===== config.mk =====
export PLATFORM = sky130hd
export DESIGN_NAME = mem_arbiter
export DESIGN_NICKNAME = d
export VERILOG_FILES = /design/src/rtl/mem_arbiter.sv
export SDC_FILE = /design/constraint.sdc
export NUM_CORES = 1
export LEC_CHECK = 0
export CAP_MARGIN = 5
export CORE_MARGIN = 1.5
export CORE_UTILIZATION = 38
export DETAILED_ROUTE_END_ITERATION = 8
export PLACE_DENSITY = 0.77
export SLEW_MARGIN = 20
export SYNTH_ARGS = -nofsm -noshare
export SYNTH_HDL_FRONTEND = slang
export SYNTH_SLANG_ARGS = --single-unit

===== constraint.sdc =====
create_clock -name clk -period 2.1 [get_ports clk]
set_input_delay 0.42 -clock clk [delete_from_list [all_inputs] [get_ports clk]]
set_output_delay 0.42 -clock clk [all_outputs]
set_load 0.05 [all_outputs]

===== src/rtl/mem_arbiter.sv =====
// Arbitrates the I-cache and D-cache miss engines onto one fixed-latency line memory port.
// Define MEM_ARB_ROUND_ROBIN_EN to alternate conflict winners instead of fixed D priority.
module mem_arbiter #(
  parameter int unsigned WORD_SIZE  = 16,
  parameter int unsigned FETCH_SIZE = 64,
  parameter int unsigned LATENCY    = 4
) (
  input  logic                  clk,
  input  logic                  reset_n,
  input  logic                  i_req,
  input  logic [WORD_SIZE-1:0]  i_addr,
  output logic [FETCH_SIZE-1:0] i_rdata,
  output logic                  i_done,
  input  logic                  d_req_read,
  input  logic                  d_req_write,
  input  logic [WORD_SIZE-1:0]  d_addr,
  input  logic [FETCH_SIZE-1:0] d_wdata,
  output logic [FETCH_SIZE-1:0] d_rdata,
  output logic                  d_done,
  output logic                  m_readM,
  output logic                  m_writeM,
  output logic [WORD_SIZE-1:0]  m_addressM,
  output logic [FETCH_SIZE-1:0] m_wdata,
  input  logic [FETCH_SIZE-1:0] m_rdata,
  output logic [15:0]           i_grant_cnt,
  output logic [15:0]           d_grant_cnt,
  output logic [15:0]           conflict_cnt
);

  typedef enum logic [2:0] {IDLE, I_ACC, D_ACC, I_DONE, D_DONE} state_t;
  typedef enum logic {GRANT_I, GRANT_D} grant_t;

  localparam logic [3:0] CNT_INIT = 4'(LATENCY - 1);

  state_t     state, state_next;
  grant_t     last_grant;
  logic [3:0] cnt;
  logic       d_any, prefer_d, d_wins, acc_last;
  logic       grant_i, grant_d, conflict;

  always_comb begin
    d_any      = d_req_read | d_req_write;
    prefer_d   = (last_grant == GRANT_I);
`ifdef MEM_ARB_ROUND_ROBIN_EN
    d_wins     = prefer_d;
`else
    // Fixed D priority; last_grant is still maintained for the round-robin build.
    d_wins     = prefer_d | 1'b1;
`endif
    acc_last   = (cnt == '0);
    state_next = state;
    grant_i    = 1'b0;
    grant_d    = 1'b0;
    conflict   = 1'b0;
    case (state)
      IDLE: begin
        conflict = i_req & d_any;
        if (d_any && (!i_req || d_wins)) begin
          grant_d    = 1'b1;
          state_next = D_ACC;
        end else if (i_req) begin
          grant_i    = 1'b1;
          state_next = I_ACC;
        end
      end
      I_ACC:   if (acc_last) state_next = I_DONE;
      D_ACC:   if (acc_last) state_next = D_DONE;
      I_DONE:  if (!i_req)   state_next = IDLE;
      D_DONE:  if (!d_any)   state_next = IDLE;
      default: state_next = IDLE;
    endcase
  end

  always_ff @(posedge clk) begin
    if (!reset_n) state <= IDLE;
    else          state <= state_next;
  end

  always_ff @(posedge clk) begin
    if (!reset_n) begin
      m_readM      <= 1'b0;
      m_writeM     <= 1'b0;
      m_addressM   <= '0;
      m_wdata      <= '0;
      i_rdata      <= '0;
      d_rdata      <= '0;
      i_done       <= 1'b0;
      d_done       <= 1'b0;
      cnt          <= '0;
      last_grant   <= GRANT_I;
      i_grant_cnt  <= '0;
      d_grant_cnt  <= '0;
      conflict_cnt <= '0;
    end else begin
      i_done <= (state_next == I_DONE);
      d_done <= (state_next == D_DONE);
      if (conflict) conflict_cnt <= conflict_cnt + 16'd1;
      if (grant_i) begin
        m_readM     <= 1'b1;
        m_writeM    <= 1'b0;
        m_addressM  <= i_addr;
        m_wdata     <= '0;
        cnt         <= CNT_INIT;
        i_grant_cnt <= i_grant_cnt + 16'd1;
        last_grant  <= GRANT_I;
      end
      // Write wins when both D request lines are high.
      if (grant_d) begin
        m_readM     <= ~d_req_write;
        m_writeM    <= d_req_write;
        m_addressM  <= d_addr;
        m_wdata     <= d_req_write ? d_wdata : '0;
        cnt         <= CNT_INIT;
        d_grant_cnt <= d_grant_cnt + 16'd1;
        last_grant  <= GRANT_D;
      end
      if (state == I_ACC || state == D_ACC) begin
        if (acc_last) begin
          m_readM    <= 1'b0;
          m_writeM   <= 1'b0;
          m_addressM <= '0;
          m_wdata    <= '0;
          if (m_readM) begin
            if (state == I_ACC) i_rdata <= m_rdata;
            else                d_rdata <= m_rdata;
          end
        end else begin
          cnt <= cnt - 4'd1;
        end
      end
    end
  end

endmodule


[Word level (Yosys, flattened, before mapping)]
Index checks and enable logic that the tools add are counted.
Word-level totals
  bits in registers: 267
  output and inout port bits: 260
  logic and storage cells: 66
Cells by class
  add/sub/neg operators: 4
  eq/ne operators: 6
  mux-type cells: 34
  bitwise gates (word level): 4
  reduce and logical (&&, ||, !) cells: 5
Operators with widths (number)
  $mux W64: 5
  $mux W16: 4
  $add A16 B1 Y16 const B: 3
  $mux W3: 6
  $mux W4: 4
  $pmux W3 S5: 1
  $mux W1: 14
  $eq A3 B2 Y1 const B: 3
  $reduce_and A4 Y1: 2
  $eq A3 B3 Y1 const B: 2
  $logic_not A4 Y1: 1
  $sub A4 B1 Y4 const B: 1
  $eq A3 B1 Y1 const B: 1
  $logic_not A3 Y1: 1
  $not A1 Y1: 2
  $and A1 B1 Y1: 1
  $logic_or A1 B1 Y1: 1
  $or A1 B1 Y1: 1

[Longest topological paths before layout]
  depth after elaboration: 7
  gate-level depth with buffers: 8
  depth with buffers taken out: 6

[Worst setup path after synthesis]
Ideal clock, no wire load.
  path kind: register to register
  from: register d_grant_cnt[4]
  to: register d_grant_cnt[15]
  setup time: 70 ps
  arrival time: 2142 ps
  data required time: 2030 ps
  path slack: -112 ps
  cell stages (with the launch flop): 6
  clock period less this slack: 2212 ps
  cells stage by stage: dfxtp_1 > nand4_1 > or4_1 > buf_2 > or4_1 > a21oi_1
On the way
  word-level cells in the longest chain between the ends: 1
Ends and longest elaborated chain
  start: declaration: RTL line 26  | output logic [15:0] d_grant_cnt,
  start signal: assignment: RTL line 114  | d_grant_cnt <= d_grant_cnt + 16'd1;
  $add A16 B1 Y16: RTL line 114
No other way between the ends.
A chain may end at the register's enable or synchronous reset.

[Final worst setup path]
  from: input port i_req
  to: register conflict_cnt[10]
On the way
  word-level cells in the longest chain between the ends: 2
Ends and longest elaborated chain
  start: declaration: RTL line 10  | input logic i_req,
  $and A1 B1 Y1: RTL line 57  | conflict = i_req & d_any;
  $mux W1: RTL line 55  | case (state)
  end signal: assignment: RTL line 97  | if (conflict) conflict_cnt <= conflict_cnt + 16'd1;
  end: declaration: RTL line 27  | output logic [15:0] conflict_cnt
No other way between the ends.

==> out/metrics.yaml <==
status: "finished, final reports clean"
final-hold-violation-count: 0
vias: 9978
fin_cells: 1955
drc_errors: 0
area_growth_pct: 57.2
chipHeight_microns: 164
place_area_sq_um: 14800
ys_ff_latch: 267
crit_path_start: "i_req"
leakage_nw: 6.71
synth_nets: 1352
core_sq_um: 25300
hold_buffers: 0
antenna_cells: 0
crit_end: "conflict_cnt[10]$_SDFFE_PN0P_"
cts-root-buf: "clkbuf_16"
final_common_cell: "nand2_1"
post_drt_via_cell_ratio: 5.10
layout_common_cells: "nand2_1, dfxtp_1, dlygate4sd2_1"
postRouteAntennaNets: 0
row_count: 58
post-route-min-period_ns: 1.98
required_ns: 2.56
numPortBuffers: 424
finalSetupViolCount: 0
track_usage_pct: 22.5
yosysSeqAreaShare_pct: 54.3
netlist_area_sq_um: 9840
grt_pass1_wl_microns: 48800
powerDensity_nw_per_um2: 897
hp-class: "reg2reg"
post-route-util_pct: 61.1
wl_per_cell_microns: 16.4
num_io_pins: 425
final_area_sq_um: 15500
dieArea_sq_um: 26900
period_share_pct: 94.3
pre_cts_ws_ns: -0.414
worstReg2RegStart: "cnt[0]$_SDFF_PN0_"
grt_max_degree: 68
final_net_count: 1776
die-width_microns: 164
drtPass1Iterations: 5
htreeDepth: 1
initial_core_util_pct: 38.9
r2r_slack_ns: 0.13
grt_overflow: 0
clockBufferDepth: 3
relSlewSlack_pct: 61.1
drt_iter0_drc: 732
synth_edf_count: 0
worst-slew-pin-transition_ns: 0.586
reg2reg_to: "m_addressM[0]$_SDFF_PN0_"
crit_chain: "clkdlybuf4s50_1 -> or3b_1 -> or3_1 -> or4_1 -> a21oi_1"
first_global_vias: 9635
fmax_mhz: 505
drive_above_1_share_pct: 8.37
synthArstFlopShare_pct: 0
antenna_found_initial: 0
clk_pin_slew_ns: 0.06
place_hpwl_microns: 22700
crit_path_end_kind: "register"
irDropWorstVdd_mv: 0.743
start_kind: "primary input"
cts_made_buffers: 28
cts.sinks: 267
synth_cell_types: 38
reg2reg_depth: 7
tritoncts: "yes"
path_max_fanout: 4
wl_microns: 32100
clock_skew_ns: 0.0228
rsz0062_at_grt: "no"
max_stage_delay_ns: 0.53
avgSynthCellArea_sq_um: 8.33
dp.cells: 1903
worstSetupPathType: "in2reg"
syn_inst: 1182
gp_congestion: 0.802
ys.flop_type: "dfxtp_1"
cap_violations: 0
postLayoutSetupSlackWorst_ns: 0.119
yosysWarnings: 0
critPathArrivalTime_ns: 2.44
slew_viol_final: 0
critPathSlowestCell: "clkdlybuf4s50_1"
clkLatencyLatePin_ns: 0.54
-- cells in the mapped netlist, types with 7 or more instances --
master    number  area [sq um]
a21oi_1      152           761
a22oi_1       64           480
a311oi_1      16           140
and4_1         7          61.3
buf_1          7          26.3
clkbuf_1      75           282
dfxtp_1      267          5350
nand2_1      315          1180
nand3_1       19          95.1
nand4_1       12          75.1
nor2_1       109           409
nor3_1        12          60.1
o21ai_0       13          65.1
or3_1         17           106
or4_1          8          60.1
xnor2_1       11          96.3
xor2_1        13           114
-- where the power goes --
group	internal [mW]	switching [mW]	leakage (nW)
logic	1.19	2.24	4.08
clock network	2.86	1.99	0.453
registers	5.40	0.194	2.17
-- layer usage --
layer  vias to the layer above  GRT usage [%]  part of all wire, %
met4                         0           8.80                  3.5
met1                      4630           24.9                   38
met2                       408           40.4                   50
li1                       4862              -                    -
met3                        78           6.44                  9.0
met5                         -              0                    0
-- worst min path at each step --
stage,start,endpoint,depth (start not counted)
floorplan,cnt[0]$_SDFF_PN0_,cnt[0]$_SDFF_PN0_,1
global placement,i_rdata[56]$_SDFFE_PN0P_,i_rdata[56]$_SDFFE_PN0P_,2
detailed placement,i_rdata[61]$_SDFFE_PN0P_,i_rdata[61]$_SDFFE_PN0P_,2
CTS,m_rdata[40],d_rdata[40]$_SDFFE_PN0P_,3
global route,m_rdata[53],i_rdata[53]$_SDFFE_PN0P_,3
finish,i_rdata[56]$_SDFFE_PN0P_,i_rdata[56]$_SDFFE_PN0P_,2
-- per-stage QoR --
stage | TNS, ns | hold slack [ns] | total power, mW
floorplan | -0.0134 | 0.458 | 7.76
global placement | -14.18 | 0.440 | 9.22
global route | 0 | 0.434 | 14.5
finish | 0 | 0.448 | 13.9
detailed placement | -15.41 | 0.445 | 9.27
CTS | 0 | 0.425 | 13.9
-- worst max-delay path, delay by kind of cell --
family / cells / cell delay, ns
buf+inv: 1 / 0.53
compound gates: 1 / 0.16
simple gates: 3 / 1.33
-- layout make-up --
| cell class | count | area [sq um] |
|---|---|---|
| fillers | 2268 | 9850 |
| flip-flops and latches | 267 | 5360 |
| repair buffers | 479 | 4590 |
| multi-input cells | 824 | 4190 |
| clock buffers | 38 | 788 |
| well taps | 330 | 413 |
| clock inverters | 11 | 116 |
| inverters | 6 | 25.0 |
-- repair_timing --
action                                  4_1_cts  5_1_grt
gates cloned                                  0        1
endpoints found under the setup margin      241      156
pin swaps                                     0        1
buffers inserted                              0        2
resized for setup                           241        4
-- registers in the layout, summed over array words and instances, names as in the netlist --
signal        cells
m_writeM          1
i_rdata          64
d_done            1
i_done            1
cnt               4
d_grant_cnt      16
state             3
m_readM           1
i_grant_cnt      16
conflict_cnt     16
d_rdata          64
m_addressM       16
m_wdata          64
-- kinds of logic (layout without fill, tap and decap cells) --
| kind of cell | Yosys count | in the layout | synth area share [%] |
|---|---|---|---|
| simple gates | 531 | 531 | 23.1 |
| flops | 267 | 267 | 54.3 |
| compound gates | 258 | 258 | 15.7 |
| buf+inv | 91 | 534 | 3.51 |
| xor+xnor | 24 | 24 | 2.14 |
| mux | 6 | 6 | 0.610 |
| fa+ha+maj | 5 | 5 | 0.635 |
Power figures use the tool's default switching activity.
